### config.mk
export PLATFORM = sky130hd
export DESIGN_NAME = pe_result_collector
export DESIGN_NICKNAME = d
export VERILOG_FILES = /design/src/rtl/pe_pkg.sv /design/src/rtl/pe_result_buf.sv /design/src/rtl/pe_result_collector.sv
export SDC_FILE = /design/constraint.sdc
export NUM_CORES = 1
export LEC_CHECK = 0
export BUFFER_PORTS_ARGS = -buffer_cell sky130_fd_sc_hd__buf_2
export CORE_UTILIZATION = 30
export CTS_BUF_LIST = sky130_fd_sc_hd__clkbuf_8 sky130_fd_sc_hd__clkbuf_16
export CTS_CLUSTER_DIAMETER = 40
export DETAILED_ROUTE_END_ITERATION = 12
export PLACE_DENSITY_LB_ADDON = 0.08
export SKIP_CTS_REPAIR_TIMING = 1
export SLEW_MARGIN = 20
export SYNTH_ARGS = -nofsm -noshare
export SYNTH_HDL_FRONTEND = slang
export SYNTH_SLANG_ARGS = --single-unit
### constraint.sdc
create_clock -name clk -period 7.2 [get_ports clk]
set_input_delay 1.44 -clock clk [delete_from_list [all_inputs] [get_ports clk]]
set_output_delay 1.44 -clock clk [all_outputs]
set_load 0.02 [all_outputs]
### src/rtl/pe_pkg.sv
// ---------------------------------------------------------------------------
// pe_pkg
// Shared definitions for the PE result collector.
//   PARA_INT_BITS / PARA_FRAC_BITS : default result word split
//   DATA_W                         : result word width (int + frac bits)
//   IDX_W                          : width of accumulator index / slot index
//   FRAME_W                        : width of the completed-frame counter
//   pe_col_state_e                 : collector FSM state (COLLECT, DRAIN)
//   pe_word_t                      : result word at default width
// ---------------------------------------------------------------------------
package pe_pkg;

    localparam int PARA_INT_BITS  = 7;
    localparam int PARA_FRAC_BITS = 9;

    function automatic int data_w(input int int_bits, input int frac_bits);
        return int_bits + frac_bits;
    endfunction

    localparam int DATA_W  = data_w(PARA_INT_BITS, PARA_FRAC_BITS);
    localparam int IDX_W   = 4;
    localparam int FRAME_W = 16;

    typedef enum logic {
        COLLECT = 1'b0,
        DRAIN   = 1'b1
    } pe_col_state_e;

    typedef logic [DATA_W-1:0] pe_word_t;

endpackage

### src/rtl/pe_result_buf.sv
// ---------------------------------------------------------------------------
// pe_result_buf
// NUM_ACC x DATA_W register file with one valid bit per slot.
//   clk, rst        : clock, asynchronous active-high reset (data and valid -> 0)
//   clr             : synchronous clear of all valid bits (data left as is)
//   wr_en/idx/data  : write port; sets the slot's valid bit
//   clr_en/clr_idx  : clear-by-index port; drops the slot's valid bit only
//   rd_idx/rd_data  : asynchronous read port
//   vld             : per-slot valid bits
// The caller guarantees wr and clr-by-index never target the same slot in
// the same cycle; if they did, the write wins.
// ---------------------------------------------------------------------------
module pe_result_buf #(
    parameter int NUM_ACC = 8,
    parameter int DATA_W  = 16
) (
    input  logic               clk,
    input  logic               rst,
    input  logic               clr,
    input  logic               wr_en,
    input  logic [3:0]         wr_idx,
    input  logic [DATA_W-1:0]  wr_data,
    input  logic               clr_en,
    input  logic [3:0]         clr_idx,
    input  logic [3:0]         rd_idx,
    output logic [DATA_W-1:0]  rd_data,
    output logic [NUM_ACC-1:0] vld
);

    logic [DATA_W-1:0] mem [NUM_ACC];

    always_ff @(posedge clk or posedge rst) begin
        if (rst) begin
            vld <= '0;
            for (int i = 0; i < NUM_ACC; i++) begin
                mem[i] <= '0;
            end
        end else if (clr) begin
            vld <= '0;
        end else begin
            for (int i = 0; i < NUM_ACC; i++) begin
                if (wr_en && (wr_idx == 4'(i))) begin
                    mem[i] <= wr_data;
                    vld[i] <= 1'b1;
                end else if (clr_en && (clr_idx == 4'(i))) begin
                    vld[i] <= 1'b0;
                end
            end
        end
    end

    always_comb begin
        rd_data = '0;
        for (int i = 0; i < NUM_ACC; i++) begin
            if (rd_idx == 4'(i)) begin
                rd_data = mem[i];
            end
        end
    end

endmodule

### src/rtl/pe_result_collector.sv
// ---------------------------------------------------------------------------
// pe_result_collector
// Collects rounded PE results into one slot per accumulator register. When
// every slot is filled the frame is streamed out in slot order, and the PE is
// held off (keep) for as long as the frame is draining.
//   clk, rst       : clock, asynchronous active-high reset
//   clr            : synchronous clear (buffer emptied, errors and frame count 0)
//   rounder_valid  : PE result strobe
//   round_number   : accumulator index of the result
//   data_in        : rounded result word
//   keep           : hold request to the PE, registered (state == DRAIN)
//   out_valid/out_ready/out_data/out_index/out_last : output stream
//   frame_cnt      : number of completed frames (wraps)
//   err_idx        : sticky, strobe with index >= NUM_ACC
//   err_ovw        : sticky, strobe to an occupied or not yet drained slot
//
// Output handshake: a word transfers on a rising edge where out_valid and
// out_ready are both 1. Once out_valid is raised, out_valid, out_data,
// out_index and out_last hold their values until that transfer.
// ---------------------------------------------------------------------------
module pe_result_collector
    import pe_pkg::*;
#(
    parameter int para_int_bits  = PARA_INT_BITS,
    parameter int para_frac_bits = PARA_FRAC_BITS,
    parameter int NUM_ACC        = 8
) (
    input  logic                                      clk,
    input  logic                                      rst,
    input  logic                                      clr,
    input  logic                                      rounder_valid,
    input  logic [3:0]                                round_number,
    input  logic [data_w(para_int_bits, para_frac_bits)-1:0] data_in,
    output logic                                      keep,
    output logic                                      out_valid,
    input  logic                                      out_ready,
    output logic [data_w(para_int_bits, para_frac_bits)-1:0] out_data,
    output logic [3:0]                                out_index,
    output logic                                      out_last,
    output logic [15:0]                               frame_cnt,
    output logic                                      err_idx,
    output logic                                      err_ovw
);

    localparam int         DW       = data_w(para_int_bits, para_frac_bits);
    localparam logic [3:0] LAST_IDX = 4'(NUM_ACC - 1);

    pe_col_state_e state_q, state_d;
    logic [3:0]    ptr_q, ptr_d;
    logic [15:0]   frame_q, frame_d;
    logic          err_idx_q, err_idx_d;
    logic          err_ovw_q, err_ovw_d;

    logic [NUM_ACC-1:0] vld;
    logic [NUM_ACC-1:0] wr_mask;
    logic [NUM_ACC-1:0] clr_mask;
    logic [NUM_ACC-1:0] vld_next;
    logic [DW-1:0]      rd_data;

    logic idx_ok;
    logic slot_busy;
    logic in_window;
    logic wr_en;
    logic hs;

    // ------------------------------------------------------------------
    // Write acceptance. In DRAIN only slots already handed out (idx < ptr)
    // may be refilled; this absorbs the strobes still in flight in the PE
    // pipeline after keep rises without disturbing the word on the port.
    // ------------------------------------------------------------------
    always_comb begin
        slot_busy = 1'b0;
        for (int i = 0; i < NUM_ACC; i++) begin
            if (round_number == 4'(i)) begin
                slot_busy = vld[i];
            end
        end
    end

    assign idx_ok    = ({1'b0, round_number} < 5'(NUM_ACC));
    assign in_window = (state_q == COLLECT) || (round_number < ptr_q);
    assign wr_en     = rounder_valid && !clr && idx_ok && !slot_busy && in_window;
    assign hs        = (state_q == DRAIN) && out_ready;

    // Valid bits as they will be after this edge; used to detect the
    // completing write so DRAIN starts on that same edge.
    always_comb begin
        wr_mask  = '0;
        clr_mask = '0;
        for (int i = 0; i < NUM_ACC; i++) begin
            wr_mask[i]  = wr_en && (round_number == 4'(i));
            clr_mask[i] = hs && (ptr_q == 4'(i));
        end
        vld_next = (vld & ~clr_mask) | wr_mask;
    end

    pe_result_buf #(
        .NUM_ACC (NUM_ACC),
        .DATA_W  (DW)
    ) u_buf (
        .clk     (clk),
        .rst     (rst),
        .clr     (clr),
        .wr_en   (wr_en),
        .wr_idx  (round_number),
        .wr_data (data_in),
        .clr_en  (hs),
        .clr_idx (ptr_q),
        .rd_idx  (ptr_q),
        .rd_data (rd_data),
        .vld     (vld)
    );

    // ------------------------------------------------------------------
    // FSM, drain pointer, frame counter, sticky errors
    // ------------------------------------------------------------------
    always_ff @(posedge clk or posedge rst) begin
        if (rst) begin
            state_q   <= COLLECT;
            ptr_q     <= '0;
            frame_q   <= '0;
            err_idx_q <= 1'b0;
            err_ovw_q <= 1'b0;
        end else begin
            state_q   <= state_d;
            ptr_q     <= ptr_d;
            frame_q   <= frame_d;
            err_idx_q <= err_idx_d;
            err_ovw_q <= err_ovw_d;
        end
    end

    always_comb begin
        state_d   = state_q;
        ptr_d     = ptr_q;
        frame_d   = frame_q;
        err_idx_d = err_idx_q;
        err_ovw_d = err_ovw_q;

        if (clr) begin
            // Strobes in the clear cycle are discarded silently.
            state_d   = COLLECT;
            ptr_d     = '0;
            frame_d   = '0;
            err_idx_d = 1'b0;
            err_ovw_d = 1'b0;
        end else begin
            if (rounder_valid && !idx_ok) begin
                err_idx_d = 1'b1;
            end
            if (rounder_valid && idx_ok && !wr_en) begin
                err_ovw_d = 1'b1;
            end

            unique case (state_q)
                COLLECT: begin
                    // Also covers a frame completely pre-filled during the
                    // previous DRAIN: re-enter DRAIN on the next edge.
                    if (&vld_next) begin
                        state_d = DRAIN;
                    end
                end
                DRAIN: begin
                    if (hs) begin
                        if (ptr_q == LAST_IDX) begin
                            ptr_d   = '0;
                            frame_d = frame_q + 16'd1;
                            state_d = COLLECT;
                        end else begin
                            ptr_d = ptr_q + 4'd1;
                        end
                    end
                end
                default: begin
                    state_d = COLLECT;
                end
            endcase
        end
    end

    // ------------------------------------------------------------------
    // Outputs: all derived from registers, no combinational input path.
    // ------------------------------------------------------------------
    always_comb begin
        keep      = (state_q == DRAIN);
        out_valid = (state_q == DRAIN);
        out_data  = '0;
        out_index = '0;
        out_last  = 1'b0;
        if (state_q == DRAIN) begin
            out_data  = rd_data;
            out_index = ptr_q;
            out_last  = (ptr_q == LAST_IDX);
        end
    end

    assign frame_cnt = frame_q;
    assign err_idx   = err_idx_q;
    assign err_ovw   = err_ovw_q;

endmodule

# Word level (Yosys, flattened, before mapping)
# Index checks and enable logic that the tools add are counted.
# word_totals
ff_bits	159
latch_bits	0
ram_bits	0
rom_bits	0
in_bits	25
n_memories	0
# op_classes
n_addsub	2
n_mul	0
div	0
magnitude_cmp	2
eq_ne	14
n_shift	0
mux	53
bitwise_logic	5
reduce_logical	55
# ops
cell	n
$mux W16	13
$mux W1	33
$eq A4 B3 Y1 const B	8
$logic_and A1 B1 Y1	24
$reduce_bool A3 Y1	8
$mux W4	5
$reduce_and A2 Y1	9
$add A16 B1 Y16 const B	1
$eq A4 B2 Y1 const B	4
$reduce_bool A2 Y1	5
$and A8 B8 Y8	1
$eq A4 B1 Y1 const B	2
$logic_not A4 Y1	2
$mux W8	1
$not A8 Y8	1
$or A8 B8 Y8	1
$reduce_and A8 Y1	1
$add A4 B1 Y4 const B	1
$logic_not A1 Y1	4
$lt A4 B4 Y1	1
$lt A4 B4 Y1 const B	1
$reduce_and A3 Y1	1
$not A1 Y1	2
$pmux W1 S2	1
$logic_or A1 B1 Y1	1

# Logic depth before layout (Yosys ltp)
# logic_depth
depth_word	18
ltp_mapped	11

# Modules after synthesis
# From an unflattened synthesis, not the netlist that was laid out.
# unflattened
cells_unflattened	679
area_unflattened_um2	8190.4
# modules_own_cells
mod	instances	cells_per_inst	area_per_inst_um2
pe_result_buf	1	480	6466.2
pe_result_collector	1	199	1724.2

# Least setup slack after synthesis
# Ideal clock, no wire load.
# synth_path
kind	register -> output
startpoint	register ptr_q[0]
endpoint	output out_data[13]
arrival_ns	2.545
required_ns	5.760
slack_ns	3.215
path_stages_with_launch	12
n_path_buf	3
cell_sequence	dfrtp_1 inv_1 ha_1 clkbuf_1 inv_1 clkbuf_1 buf_1 nor2_1 a311oi_1 a21o_1 a221oi_1 o32ai_1
# synth_via
elab_chain_cells	10
elab_cells_between_ends	17
# synth_lines
item	line	text
start: declaration	pe_result_collector.sv:49	logic [3:0] ptr_q, ptr_d;
start signal: assignment	pe_result_collector.sv:126	ptr_q <= ptr_d;
$logic_not A4 Y1	pe_result_buf.sv:55	if (rd_idx == 4'(i)) begin
$mux W16 (7 in a row)	pe_result_buf.sv:55	
$mux W16 (*)	pe_result_buf.sv:55	
$mux W16 (*)	pe_result_collector.sv:190	if (state_q == DRAIN) begin
end: declaration	pe_result_collector.sv:37	output logic [data_w(para_int_bits, para_frac_bits)-1:0] out_data,
# Every way passes the cells marked *; elsewhere a longest branch is shown, timed or not.

# Worst setup path in the final report
# layout_path
startpoint	register ptr_q[0]
endpoint	output out_data[12]
# The elaborated chain is that of the path after synthesis.

==> flow_summary.rst <==
.. list-table::
   :header-rows: 1

   * - Metric
     - Value
   * - Number of warnings reported in the yosys synthesis log
     - 0
   * - Worst R2R Setup Slack
     - approximately 3.7 ns
   * - Total I/O pin count
     - 66
   * - Post-synthesis sequential element count
     - about 160
   * - Pwr per Cell Area
     - ~240 mW/mm²
   * - Cts bufs inserted
     - 17
   * - Fraction of power spent switching nets
     - 24.5%
   * - Fill cell instance count of the final layout
     - 2593
   * - Status
     - finished, final reports clean
   * - Net switching component of the power
     - between 500 and 600 µW
   * - Vertical die dimension
     - ~160 µm
   * - Internal power
     - around 1.7 mW
   * - Clock edge transition at the registers on the reported setup and hold paths
     - around 0.070 ns
   * - Post-synth cell types
     - between 60 and 70
   * - Flip-flop cell with the highest count after synthesis
     - sky130_fd_sc_hd__dfrtp_1
   * - Launching point of the worst reg2reg path
     - ptr_q[2]
   * - Number of detailed-routing iterations run before antenna repair
     - 4
   * - Fraction of layout cells with a size suffix above 1
     - between 30% and 40%
   * - Leakage power of the design
     - ~4.3 nW
   * - Die Span X
     - roughly 160 µm
   * - Via count of the routed design
     - about 5500
   * - Crit share post-route
     - 73.6%
   * - Starting density of the core
     - 30.5%
   * - Number of hold-slack violations in the final timing report
     - 0
   * - Worst hold path cell count
     - 1
   * - Unrepaired setup endpoints after global routing
     - no
   * - Syn Inst Count
     - 654
   * - Skew-Pair Late Insertion Delay
     - 0.43 ns
   * - Post-synth design cell area
     - a little under 0.008 mm²
   * - Maximum fanout encountered on the critical timing path
     - 20
   * - Clock tree from TritonCTS
     - built
   * - End of the worst register-to-register path
     - u_buf.mem[95]
   * - Number of cells on the worst reg-to-reg path
     - 9
   * - Wire length of the first global-routing pass
     - ~34000 µm
   * - IR Drop Worst-Case VDD
     - ~120 µV
   * - Logic gate share of total power
     - under 10%
   * - Design Area, Final
     - between 0.009 and 0.01 mm²
   * - Post-DP Area
     - roughly 0.0085 mm²
   * - DR DRC count
     - 0
   * - Vias per Instance
     - around 5.3
   * - Syn avg cell area
     - ~12 µm²
   * - Clk sink count
     - between 150 and 200
   * - Maximum count of clock buffers along a single path
     - 2
   * - Total track usage
     - between 10% and 20%
   * - Slew at the pin closest to its max-slew limit
     - roughly 1.1 ns
   * - Residual overflow from global routing
     - 0
   * - Count of flip-flops with a built-in enable after synthesis
     - 0
   * - Final min period
     - between 5 and 6 ns
   * - Final antenna diode count
     - 0
   * - Global placer's final weighted congestion
     - around 0.75
   * - Footprint of the flip-flops and latches
     - 0.00398 mm²
   * - Arr. time, crit path
     - roughly 3.9 ns
   * - Final net count
     - between 700 and 800
   * - Per-cell routed wire length
     - around 21 µm
   * - Via count of the first global-routing pass
     - around 5800
   * - Final Max Slew Viols
     - 0
   * - Max Fclk
     - ~190 MHz
   * - Worst hold margin
     - around 0.5 ns
   * - Number of antenna violations at the first check in global routing
     - 0
   * - Critical path launch point type
     - flop
   * - Floorplan row count
     - 59
   * - Sequential fraction of design power
     - between 40% and 50%
   * - Maximum level of the CTS H-tree
     - 4
   * - Share of flip-flops with an asynchronous set or reset after synthesis
     - 100%
   * - Critical path start-end classification
     - flop to output port
   * - Register area share after synthesis
     - slightly above 50%
   * - Full die area
     - around 0.027 mm²
   * - Syn Nets
     - between 600 and 700
   * - WP data required
     - approximately 5.8 ns
   * - Layout area overhead
     - 15.7%
   * - Cell count after placement
     - ~1000
   * - Setup crit end kind
     - output port
   * - Final worst slack
     - 1.90 ns
   * - Setup TNS
     - 0 ns
   * - Total core area
     - 0.0259 mm²
   * - Hold worst-path end
     - u_buf.mem[122]
   * - DRT Wirelength
     - between 20000 and 25000 µm
   * - Largest net degree at the start of global routing
     - between 90 and 100
   * - Root cell of the clock tree
     - sky130_fd_sc_hd__clkbuf_16
   * - Combined area of the multi-input logic cells
     - 0.00367 mm²
   * - Input/output buffers
     - 65
   * - Count of final setup violators
     - 0
   * - Detailed-placement wirelength estimate
     - about 13000 µm
   * - Count of routing violations after the opening detailed-route iteration
     - around 320
   * - Worst slack at placement
     - about 2.2 ns
   * - Remaining antenna violation count after routing
     - 0
   * - Clock network fraction of design power
     - between 40 and 50%
   * - Worst relative slew slack
     - 26.1%
   * - Setup skew after layout
     - about 0.012 ns
   * - Final std cells w/o fill
     - roughly 1100
   * - MaxCap Viol Count
     - 0
   * - Kind of path behind the tightest hold check
     - flop to flop
   * - Launch instance of the worst min-delay path
     - u_buf.mem[122]
-- final cells by class --
type                    instances  share of cell area (%)
clock buffers                  18                    4.81
clock inverters                14                    1.97
inverters                      11                   0.507
multi-input cells             438                    40.2
flip-flops and latches        159                    43.6
well taps                     335                    4.59
repair buffers                 75                    4.38
-- cells in the mapped netlist, types with 11 or more instances --
| master | number | area (µm²) |
|---|---|---|
| sky130_fd_sc_hd__a21o_1 | 16 | 120 |
| sky130_fd_sc_hd__a221o_1 | 15 | 150 |
| sky130_fd_sc_hd__a22oi_1 | 16 | 120 |
| sky130_fd_sc_hd__a311oi_1 | 16 | 140 |
| sky130_fd_sc_hd__clkbuf_1 | 29 | 109 |
| sky130_fd_sc_hd__dfrtp_1 | 159 | 3980 |
| sky130_fd_sc_hd__mux2_1 | 18 | 203 |
| sky130_fd_sc_hd__mux2_2 | 101 | 1140 |
| sky130_fd_sc_hd__nand2_1 | 32 | 120 |
| sky130_fd_sc_hd__nand3b_1 | 17 | 128 |
| sky130_fd_sc_hd__nor2_1 | 29 | 109 |
| sky130_fd_sc_hd__nor2b_1 | 17 | 106 |
| sky130_fd_sc_hd__o21ai_0 | 37 | 185 |
| sky130_fd_sc_hd__xor2_1 | 11 | 96.3 |
-- flip-flops by register name, summed over array words and instances, names as in the netlist --
name	flops
keep	1
frame_cnt	16
err_idx	1
ptr_q	4
u_buf.vld	8
err_ovw	1
u_buf.mem	128
-- worst max-delay path by stage --
| stage | startpoint | end | cells past startpoint |
|---|---|---|---|
| 2_1_floorplan | rst | err_idx | 1 |
| 3_3_place_gp | ptr_q[0] | out_data[14] | 7 |
| 3_5_place_dp | ptr_q[0] | out_data[12] | 7 |
| 4_1_cts | ptr_q[0] | out_data[12] | 7 |
| 5_1_grt | ptr_q[0] | out_data[9] | 7 |
| 6_report | ptr_q[0] | out_data[12] | 7 |
-- worst max-delay path, cell delays in order (launching register included) --
cell	delay, ns
sky130_fd_sc_hd__dfrtp_1	0.43
sky130_fd_sc_hd__inv_1	0.16
sky130_fd_sc_hd__ha_1	0.68
sky130_fd_sc_hd__inv_1	0.65
sky130_fd_sc_hd__nor3_4	1.00
sky130_fd_sc_hd__a22oi_1	0.16
sky130_fd_sc_hd__o21ai_0	0.14
sky130_fd_sc_hd__buf_2	0.20
-- power by group through the flow --
| stage | registers (mW) | logic, mW | clock network [mW] |
|---|---|---|---|
| after floorplan | 1.04 | 0.155 | 0 |
| after detailed placement | 1.05 | 0.203 | 0 |
| after global placement | 1.05 | 0.196 | 0 |
| after global routing | 1.05 | 0.223 | 1.03 |
| final | 1.04 | 0.200 | 0.966 |
| after CTS | 1.04 | 0.204 | 0.989 |
-- metal layers --
layer  global-route usage, %  vias to the layer above  wire length (µm)
li1                        -                     2498                 -
met4                    5.72                        0               501
met5                       0                        -                 0
met3                    3.11                       29               666
met1                    22.5                     2892             10100
met2                    28.5                      105             10700
-- cell families (layout without fill, tap and decap cells) --
| group | Yosys count | count (layout) | synth area share [%] |
|---|---|---|---|
| AO/OA/AOI/OAI | 131 | 131 | 12.4 |
| XOR/XNOR | 18 | 18 | 2.00 |
| adder cells (fa/ha/maj) | 8 | 8 | 1.27 |
| buffers and inverters | 57 | 118 | 3.58 |
| flip-flops | 159 | 159 | 50.4 |
| multiplexers | 133 | 133 | 19.3 |
| AND/OR/NAND/NOR | 148 | 148 | 11.0 |
-- per-stage QoR --
| stage | total power, mW | util, % |
|---|---|---|
| 6_report | 2.20 | 35.3 |
| 4_1_cts | 2.23 | 35.2 |
| 2_1_floorplan | 1.19 | - |
| 3_5_place_dp | 1.26 | 32.9 |
| 3_3_place_gp | 1.24 | 32.9 |
| 5_1_grt | 2.30 | 35.3 |
-- layout by cell type (no fill, tap or decap), types with 11 or more instances in the layout --
| cell | netlist | final |
|---|---|---|
| sky130_fd_sc_hd__clkbuf_16 | 0 | 17 |
| sky130_fd_sc_hd__mux2_1 | 18 | 18 |
| sky130_fd_sc_hd__nor2b_1 | 17 | 17 |
| sky130_fd_sc_hd__a21o_1 | 16 | 16 |
| sky130_fd_sc_hd__xor2_1 | 11 | 11 |
| sky130_fd_sc_hd__a311oi_1 | 16 | 16 |
| sky130_fd_sc_hd__buf_2 | 6 | 65 |
| sky130_fd_sc_hd__nand3b_1 | 17 | 17 |
| sky130_fd_sc_hd__a221o_1 | 15 | 15 |
| sky130_fd_sc_hd__a22oi_1 | 16 | 16 |
| sky130_fd_sc_hd__dfrtp_1 | 159 | 159 |
| sky130_fd_sc_hd__mux2_2 | 101 | 101 |
| sky130_fd_sc_hd__nand2_1 | 32 | 32 |
| sky130_fd_sc_hd__nor2_1 | 29 | 28 |
| sky130_fd_sc_hd__o21ai_0 | 37 | 37 |
Note: power is estimated with default switching activity, not from simulation.
